### config.mk
export PLATFORM = sky130hd
export DESIGN_NAME = pcm_tdm_ser
export DESIGN_NICKNAME = d
export VERILOG_FILES = /design/src/rtl/pcm_tdm_pkg.sv /design/src/rtl/pcm_bit_div.sv /design/src/rtl/pcm_tdm_ser.sv
export SDC_FILE = /design/constraint.sdc
export NUM_CORES = 1
export LEC_CHECK = 0
export CAP_MARGIN = 20
export CORE_AREA = 2 2 91 75
export CTS_BUF_LIST = sky130_fd_sc_hd__clkbuf_2
export DETAILED_ROUTE_END_ITERATION = 6
export DIE_AREA = 0 0 93 77
export GPL_TIMING_DRIVEN = 0
export PLACE_DENSITY = 0.94
export SYNTH_ARGS = -nofsm -noshare
export SYNTH_HDL_FRONTEND = slang
export SYNTH_HIERARCHICAL = 1
export SYNTH_SLANG_ARGS = --single-unit
### constraint.sdc
create_clock -name clk -period 4.6 [get_ports clk]
set_input_delay 0.92 -clock clk [delete_from_list [all_inputs] [get_ports clk]]
set_output_delay 0.92 -clock clk [all_outputs]
set_load 0.02 [all_outputs]
### src/rtl/pcm_tdm_pkg.sv
// Shared types and sizing helpers for the TDM PCM serializer and its receiver.
// PCM_TDM_PARITY_EN adds an even-parity bit after each channel sample.
package pcm_tdm_pkg;

`ifdef PCM_TDM_PARITY_EN
  localparam bit PARITY_EN = 1'b1;
`else
  localparam bit PARITY_EN = 1'b0;
`endif

  // Bits per channel slot on the line.
  function automatic int unsigned slot_w(input int unsigned data_w, input bit parity);
    return parity ? data_w + 1 : data_w;
  endfunction

  // Index width for a counter over n values; never narrower than one bit.
  function automatic int unsigned idx_w(input int unsigned n);
    return (n > 1) ? $clog2(n) : 1;
  endfunction

  typedef enum logic {
    ST_IDLE = 1'b0,
    ST_RUN  = 1'b1
  } state_e;

endpackage

### src/rtl/pcm_bit_div.sv
// Serial bit-rate tick generator: one tick every DIV clocks while enabled.
// Shared by the TDM serializer and receiver.
module pcm_bit_div
  import pcm_tdm_pkg::*;
#(
  parameter int unsigned DIV = 1
) (
  input  logic clk,
  input  logic rst_n,
  input  logic i_en,
  input  logic i_clr,
  output logic o_tick_c
);

  localparam int unsigned           CNT_W   = idx_w(DIV);
  localparam logic [CNT_W-1:0]      CNT_MAX = CNT_W'(DIV - 1);

  logic [CNT_W-1:0] r_cnt;

  always_ff @(posedge clk or negedge rst_n) begin
    if (!rst_n) begin
      r_cnt <= '0;
    end else if (i_clr) begin
      r_cnt <= '0;
    end else if (i_en) begin
      r_cnt <= (r_cnt == CNT_MAX) ? '0 : r_cnt + CNT_W'(1);
    end
  end

  assign o_tick_c = i_en && (r_cnt == CNT_MAX);

endmodule

### src/rtl/pcm_tdm_ser.sv
// Multi-channel TDM PCM serializer: one-frame holding register, MSB-first shifter,
// frame/slot strobes and underrun fill. PCM_TDM_PARITY_EN appends even parity per slot.
module pcm_tdm_ser
  import pcm_tdm_pkg::*;
#(
  parameter int unsigned DATA_W  = 8,
  parameter int unsigned NUM_CH  = 4,
  parameter int unsigned CLK_DIV = 1
) (
  input  logic                       clk,
  input  logic                       rst_n,
  input  logic                       enable,
  input  logic                       s_valid,
  output logic                       s_ready,
  input  logic [NUM_CH*DATA_W-1:0]   s_data,
  output logic                       ser_out,
  output logic                       bit_en,
  output logic                       frame_sync,
  output logic                       slot_start,
  output logic [idx_w(NUM_CH)-1:0]   ch_idx,
  output logic                       underrun,
  output logic                       busy
);

  localparam int unsigned FRAME_W = NUM_CH * DATA_W;
  localparam int unsigned SLOT_W  = slot_w(DATA_W, PARITY_EN);
  localparam int unsigned CH_W    = idx_w(NUM_CH);
  localparam int unsigned BIT_W   = idx_w(SLOT_W);

  localparam logic [BIT_W-1:0] LAST_BIT = BIT_W'(SLOT_W - 1);
  localparam logic [CH_W-1:0]  LAST_CH  = CH_W'(NUM_CH - 1);

  state_e               r_state, nxt_state;
  logic [FRAME_W-1:0]   r_hold, nxt_hold;
  logic                 r_empty, nxt_empty;
  logic [FRAME_W-1:0]   r_shift, nxt_shift;
  logic [BIT_W-1:0]     r_bit_cnt, nxt_bit_cnt;
  logic [CH_W-1:0]      r_ch_cnt, nxt_ch_cnt;
  logic                 r_ser, nxt_ser;
  logic                 r_bit_en, nxt_bit_en;
  logic                 r_fsync, nxt_fsync;
  logic                 r_slot, nxt_slot;
  logic [CH_W-1:0]      r_ch_idx, nxt_ch_idx;
  logic                 r_under, nxt_under;
  logic                 r_busy, nxt_busy;
`ifdef PCM_TDM_PARITY_EN
  logic                 r_par, nxt_par;
`endif

  logic                 w_run;
  logic                 w_tick;
  logic                 w_take;
  logic                 w_last_bit;
  logic                 w_last_ch;
  logic [FRAME_W-1:0]   w_ord;

  assign w_run      = (r_state == ST_RUN);
  assign w_last_bit = (r_bit_cnt == LAST_BIT);
  assign w_last_ch  = (r_ch_cnt == LAST_CH);

  pcm_bit_div #(
    .DIV      (CLK_DIV)
  ) u_div (
    .clk      (clk),
    .rst_n    (rst_n),
    .i_en     (w_run),
    .i_clr    (!w_run),
    .o_tick_c (w_tick)
  );

  // Reorder the held frame so channel 0 sits at the shifter MSB end.
  always_comb begin
    w_ord = '0;
    for (int unsigned k = 0; k < NUM_CH; k++) begin
      w_ord[(NUM_CH - 1 - k) * DATA_W +: DATA_W] = r_hold[k * DATA_W +: DATA_W];
    end
  end

  always_comb begin
    nxt_state   = r_state;
    nxt_hold    = r_hold;
    nxt_empty   = r_empty;
    nxt_shift   = r_shift;
    nxt_bit_cnt = r_bit_cnt;
    nxt_ch_cnt  = r_ch_cnt;
    nxt_ser     = r_ser;
    nxt_bit_en  = 1'b0;
    nxt_fsync   = 1'b0;
    nxt_slot    = 1'b0;
    nxt_ch_idx  = r_ch_idx;
    nxt_under   = 1'b0;
    nxt_busy    = 1'b0;
    w_take      = 1'b0;
`ifdef PCM_TDM_PARITY_EN
    nxt_par     = r_par;
`endif

    case (r_state)
      ST_IDLE: begin
        nxt_ser    = 1'b0;
        nxt_ch_idx = '0;
        if (enable && !r_empty) begin
          w_take      = 1'b1;
          nxt_state   = ST_RUN;
          nxt_shift   = w_ord;
          nxt_bit_cnt = '0;
          nxt_ch_cnt  = '0;
        end
      end

      ST_RUN: begin
        if (w_tick) begin
          nxt_bit_en = 1'b1;
          nxt_slot   = (r_bit_cnt == '0);
          nxt_fsync  = (r_bit_cnt == '0) && (r_ch_cnt == '0);
          nxt_ch_idx = r_ch_cnt;
`ifdef PCM_TDM_PARITY_EN
          // Last slot position carries the even parity of the sample just sent.
          if (w_last_bit) begin
            nxt_ser = r_par;
          end else begin
            nxt_ser   = r_shift[FRAME_W-1];
            nxt_shift = {r_shift[FRAME_W-2:0], 1'b0};
            nxt_par   = (r_bit_cnt == '0) ? r_shift[FRAME_W-1] : (r_par ^ r_shift[FRAME_W-1]);
          end
`else
          nxt_ser   = r_shift[FRAME_W-1];
          nxt_shift = {r_shift[FRAME_W-2:0], 1'b0};
`endif
          if (w_last_bit) begin
            nxt_bit_cnt = '0;
            nxt_ch_cnt  = w_last_ch ? '0 : r_ch_cnt + CH_W'(1);
          end else begin
            nxt_bit_cnt = r_bit_cnt + BIT_W'(1);
          end

          // Frame boundary: stop, chain the next frame, or fill with silence.
          if (w_last_bit && w_last_ch) begin
            if (!enable) begin
              nxt_state = ST_IDLE;
            end else if (!r_empty) begin
              w_take    = 1'b1;
              nxt_shift = w_ord;
            end else begin
              nxt_shift = '0;
              nxt_under = 1'b1;
            end
          end
        end
      end

      default: nxt_state = ST_IDLE;
    endcase

    if (w_take) begin
      nxt_empty = 1'b1;
    end else if (s_valid && r_empty) begin
      nxt_empty = 1'b0;
      nxt_hold  = s_data;
    end

    nxt_busy = (nxt_state == ST_RUN);
  end

  always_ff @(posedge clk or negedge rst_n) begin
    if (!rst_n) begin
      r_state   <= ST_IDLE;
      r_hold    <= '0;
      r_empty   <= 1'b1;
      r_shift   <= '0;
      r_bit_cnt <= '0;
      r_ch_cnt  <= '0;
      r_ser     <= 1'b0;
      r_bit_en  <= 1'b0;
      r_fsync   <= 1'b0;
      r_slot    <= 1'b0;
      r_ch_idx  <= '0;
      r_under   <= 1'b0;
      r_busy    <= 1'b0;
    end else begin
      r_state   <= nxt_state;
      r_hold    <= nxt_hold;
      r_empty   <= nxt_empty;
      r_shift   <= nxt_shift;
      r_bit_cnt <= nxt_bit_cnt;
      r_ch_cnt  <= nxt_ch_cnt;
      r_ser     <= nxt_ser;
      r_bit_en  <= nxt_bit_en;
      r_fsync   <= nxt_fsync;
      r_slot    <= nxt_slot;
      r_ch_idx  <= nxt_ch_idx;
      r_under   <= nxt_under;
      r_busy    <= nxt_busy;
    end
  end

`ifdef PCM_TDM_PARITY_EN
  always_ff @(posedge clk or negedge rst_n) begin
    if (!rst_n) begin
      r_par <= 1'b0;
    end else begin
      r_par <= nxt_par;
    end
  end
`endif

  assign s_ready    = r_empty;
  assign ser_out    = r_ser;
  assign bit_en     = r_bit_en;
  assign frame_sync = r_fsync;
  assign slot_start = r_slot;
  assign ch_idx     = r_ch_idx;
  assign underrun   = r_under;
  assign busy       = r_busy;

endmodule

==> flow_summary.toml <==
[die]
initial_core_util_pct = 58.6
core_area_mm2 = 0.00625
die_height_um = 77
die_area_mm2 = 0.00716
die_x_um = 93
io_pins = 45
num_rows = 26

[yosys]
yosysWarningCount = 6
async_reset_ff_share_pct = 100
synth_fp_nets = 352
synth_cell_types = 31
synth_enable_flop_cells = 0
synthCells = 311
synth_area_mm2 = 0.00366
yosysSeqAreaShare_pct = 53.4
ys_ff_latch = 78
synth-main-ff-cell = "dfrtp_1"
syn_avg_cell_area_um2 = 11.8

[critical_path]
worstPathArrival_ns = 1.80
cpMaxStageDelayCell = "dfstp_2"
path_max_fanout = 7
crit_chain = "clkdlybuf4s50_1"
criticalPathCategory = "reg2out"
cp_num_cells = 1
required_ns = 3.68
cp-end-kind = "output port"
max_stage_delay_ns = 0.65
cp_num_buf_inv = 1
reg2reg_depth = 6
critPathLaunchType = "flop"
critPathTopFamily = "flip-flops"

[cells_and_area]
layout.cells.non_filler = 455
fin_area_mm2 = 0.00433
syn2layout_area_growth_pct = 18.4
n_antenna_cell = 0
drive_gt1_share_pct = 25.6
fillerInstances = 478
fin_util_pct = 69.3
final_common_cell = "dfrtp_1"
num-nets-final = 408
layout_common_cells = "dfrtp_1, clkdlybuf4s50_1, nand3_1"

[route]
drt-pass1-iter-count = 4
postRouteAntennaNets = 0
drc = 0
drt_first_iter_violations = 199
vias = 2655
via_per_inst = 5.84
drt-total-wl_mm = 7.11
wl_per_cell_um = 15.6

[global_routing]
antenna_found_initial = 0
grt_max_degree = 63
globalRouteTotalUtil_pct = 21.6
gr-total-overflow = 0
grt_pass1_vias = 2523
grt_pass1_wl_mm = 12.1

[worst_hold_path]
hp-class = "in2async"

[sta]
rsz0062_at_grt = "false"
relSlewSlack_pct = 69.0
fmax_mhz = 368
finalCritPeriodShare_pct = 59.1
finalSetupViolations = 0
hold_viol = 0
clock_skew_ns = 0.0239
slew_violations = 0
tightest_slew_ns = 0.465
whs_ns = 0.228
period_minus_slack_ns = 2.72

[power_and_ir_drop]
clkPwrFrac_pct = 15.3
swShare_pct = 31.4
leakagePower_uw = 0.00180
p_sw_uw = 702
intPower_uw = 1530
seqPwrFrac_pct = 51.4
p_per_area_mw_per_mm2 = 516
comb_power_share_pct = 33.2
max-vdd-ir-drop_mv = 0.231

[cts]
cts_max_level = 3
clock_sinks = 78
post_cts_resized = 0
clk-insertion-delay-late_ns = 0.53
numCtsBuffers = 9
clkTransAtPathRegs_ns = 0.20
cts_tree = "built"
cts_root_buf = "clkbuf_2"
postCtsHoldBufs = 0
postCtsSetupBuffers = 0
cts.path.max_buffers = 2

[outcome]
status = "finished clean"

[run]
cap_violations = 0

[place]
postPlaceCellArea_mm2 = 0.00423
place_congestion = 0.855
portBuffers = 44
dp_hpwl_mm = 4.98
placed_cells = 440
-- sequential cells by signal (all words and copies together), names as in the netlist --
name / cells
slot_start: 1
s_ready: 1
ch_idx: 2
r_ch_cnt: 2
bit_en: 1
frame_sync: 1
underrun: 1
busy: 1
r_hold: 32
ser_out: 1
r_shift: 32
r_bit_cnt: 3
-- worst paths after layout --
kind,from,endpoint,slack [ns]
min reg2reg,r_hold[11],r_hold[11],0.53
max in group asynchronous,rst_n,s_ready,3.81
min in group clk,r_hold[11],r_hold[11],0.53
min,rst_n,r_hold[2],0.23
max reg2reg,r_bit_cnt[1],r_shift[10],2.59
max,s_ready,s_ready,1.88
-- cell families (layout without fill, tap and decap cells) --
kind of cell	count (synthesis)	after routing	synth area share, %
AND/OR/NAND/NOR	85	85	12.1
flip-flops	78	78	53.4
AO/OA/AOI/OAI	70	70	16.2
multiplexers	37	37	11.3
buffers and inverters	36	96	5.37
adder cells (fa/ha/maj)	5	5	1.71
-- synthesized netlist by cell type, types with 2 or more instances --
library cell	instances	area share, %
nor3_1	31	4.2
clkbuf_1	18	1.8
a22o_1	2	0.48
ha_1	5	1.7
o21ai_0	34	4.7
dfrtp_1	77	53
mux2_2	33	10
buf_6	7	2.2
nand2_1	3	0.31
buf_2	4	0.55
nand3_1	36	4.9
nor2_1	6	0.62
mux2i_1	4	1.1
a31oi_2	30	10
inv_1	5	0.51
-- metrics by stage --
step                worst slack, ns  TNS, ns  power [uW]
floorplan                      2.80        0        1680
global placement            -0.0145   -0.832        1850
detailed placement             1.91        0        1910
CTS                            1.87        0        2250
global route                   1.80        0        2390
finish                         1.88        0        2230
-- layout make-up --
class | instances | area, um^2 | share of cell area (%)
multi-input combinational | 197 | 1510 | 34.8
sequential | 78 | 1950 | 45.1
clock inverter | 5 | 51.3 | 1.18
timing repair buffer | 45 | 465 | 10.7
clock buffer | 10 | 50.0 | 1.16
tap | 84 | 105 | 2.43
buffer | 30 | 174 | 4.02
inverter | 6 | 22.5 | 0.520
-- power groups by stage --
stage | Sequential [uW] | Clock [uW] | Combinational (uW)
2_1_floorplan | 1130 | 0 | 544
3_3_place_gp | 1140 | 0 | 709
3_5_place_dp | 1160 | 0 | 749
4_1_cts | 1150 | 349 | 751
5_1_grt | 1180 | 386 | 824
6_report | 1150 | 342 | 742
-- layer usage --
metal | wire (um) | global-route usage [%]
met3 | 453 | 7.17
met2 | 3450 | 33.3
met5 | 0 | 0
met4 | 71 | 5.00
met1 | 3140 | 30.1
Power figures use the tool's default switching activity.
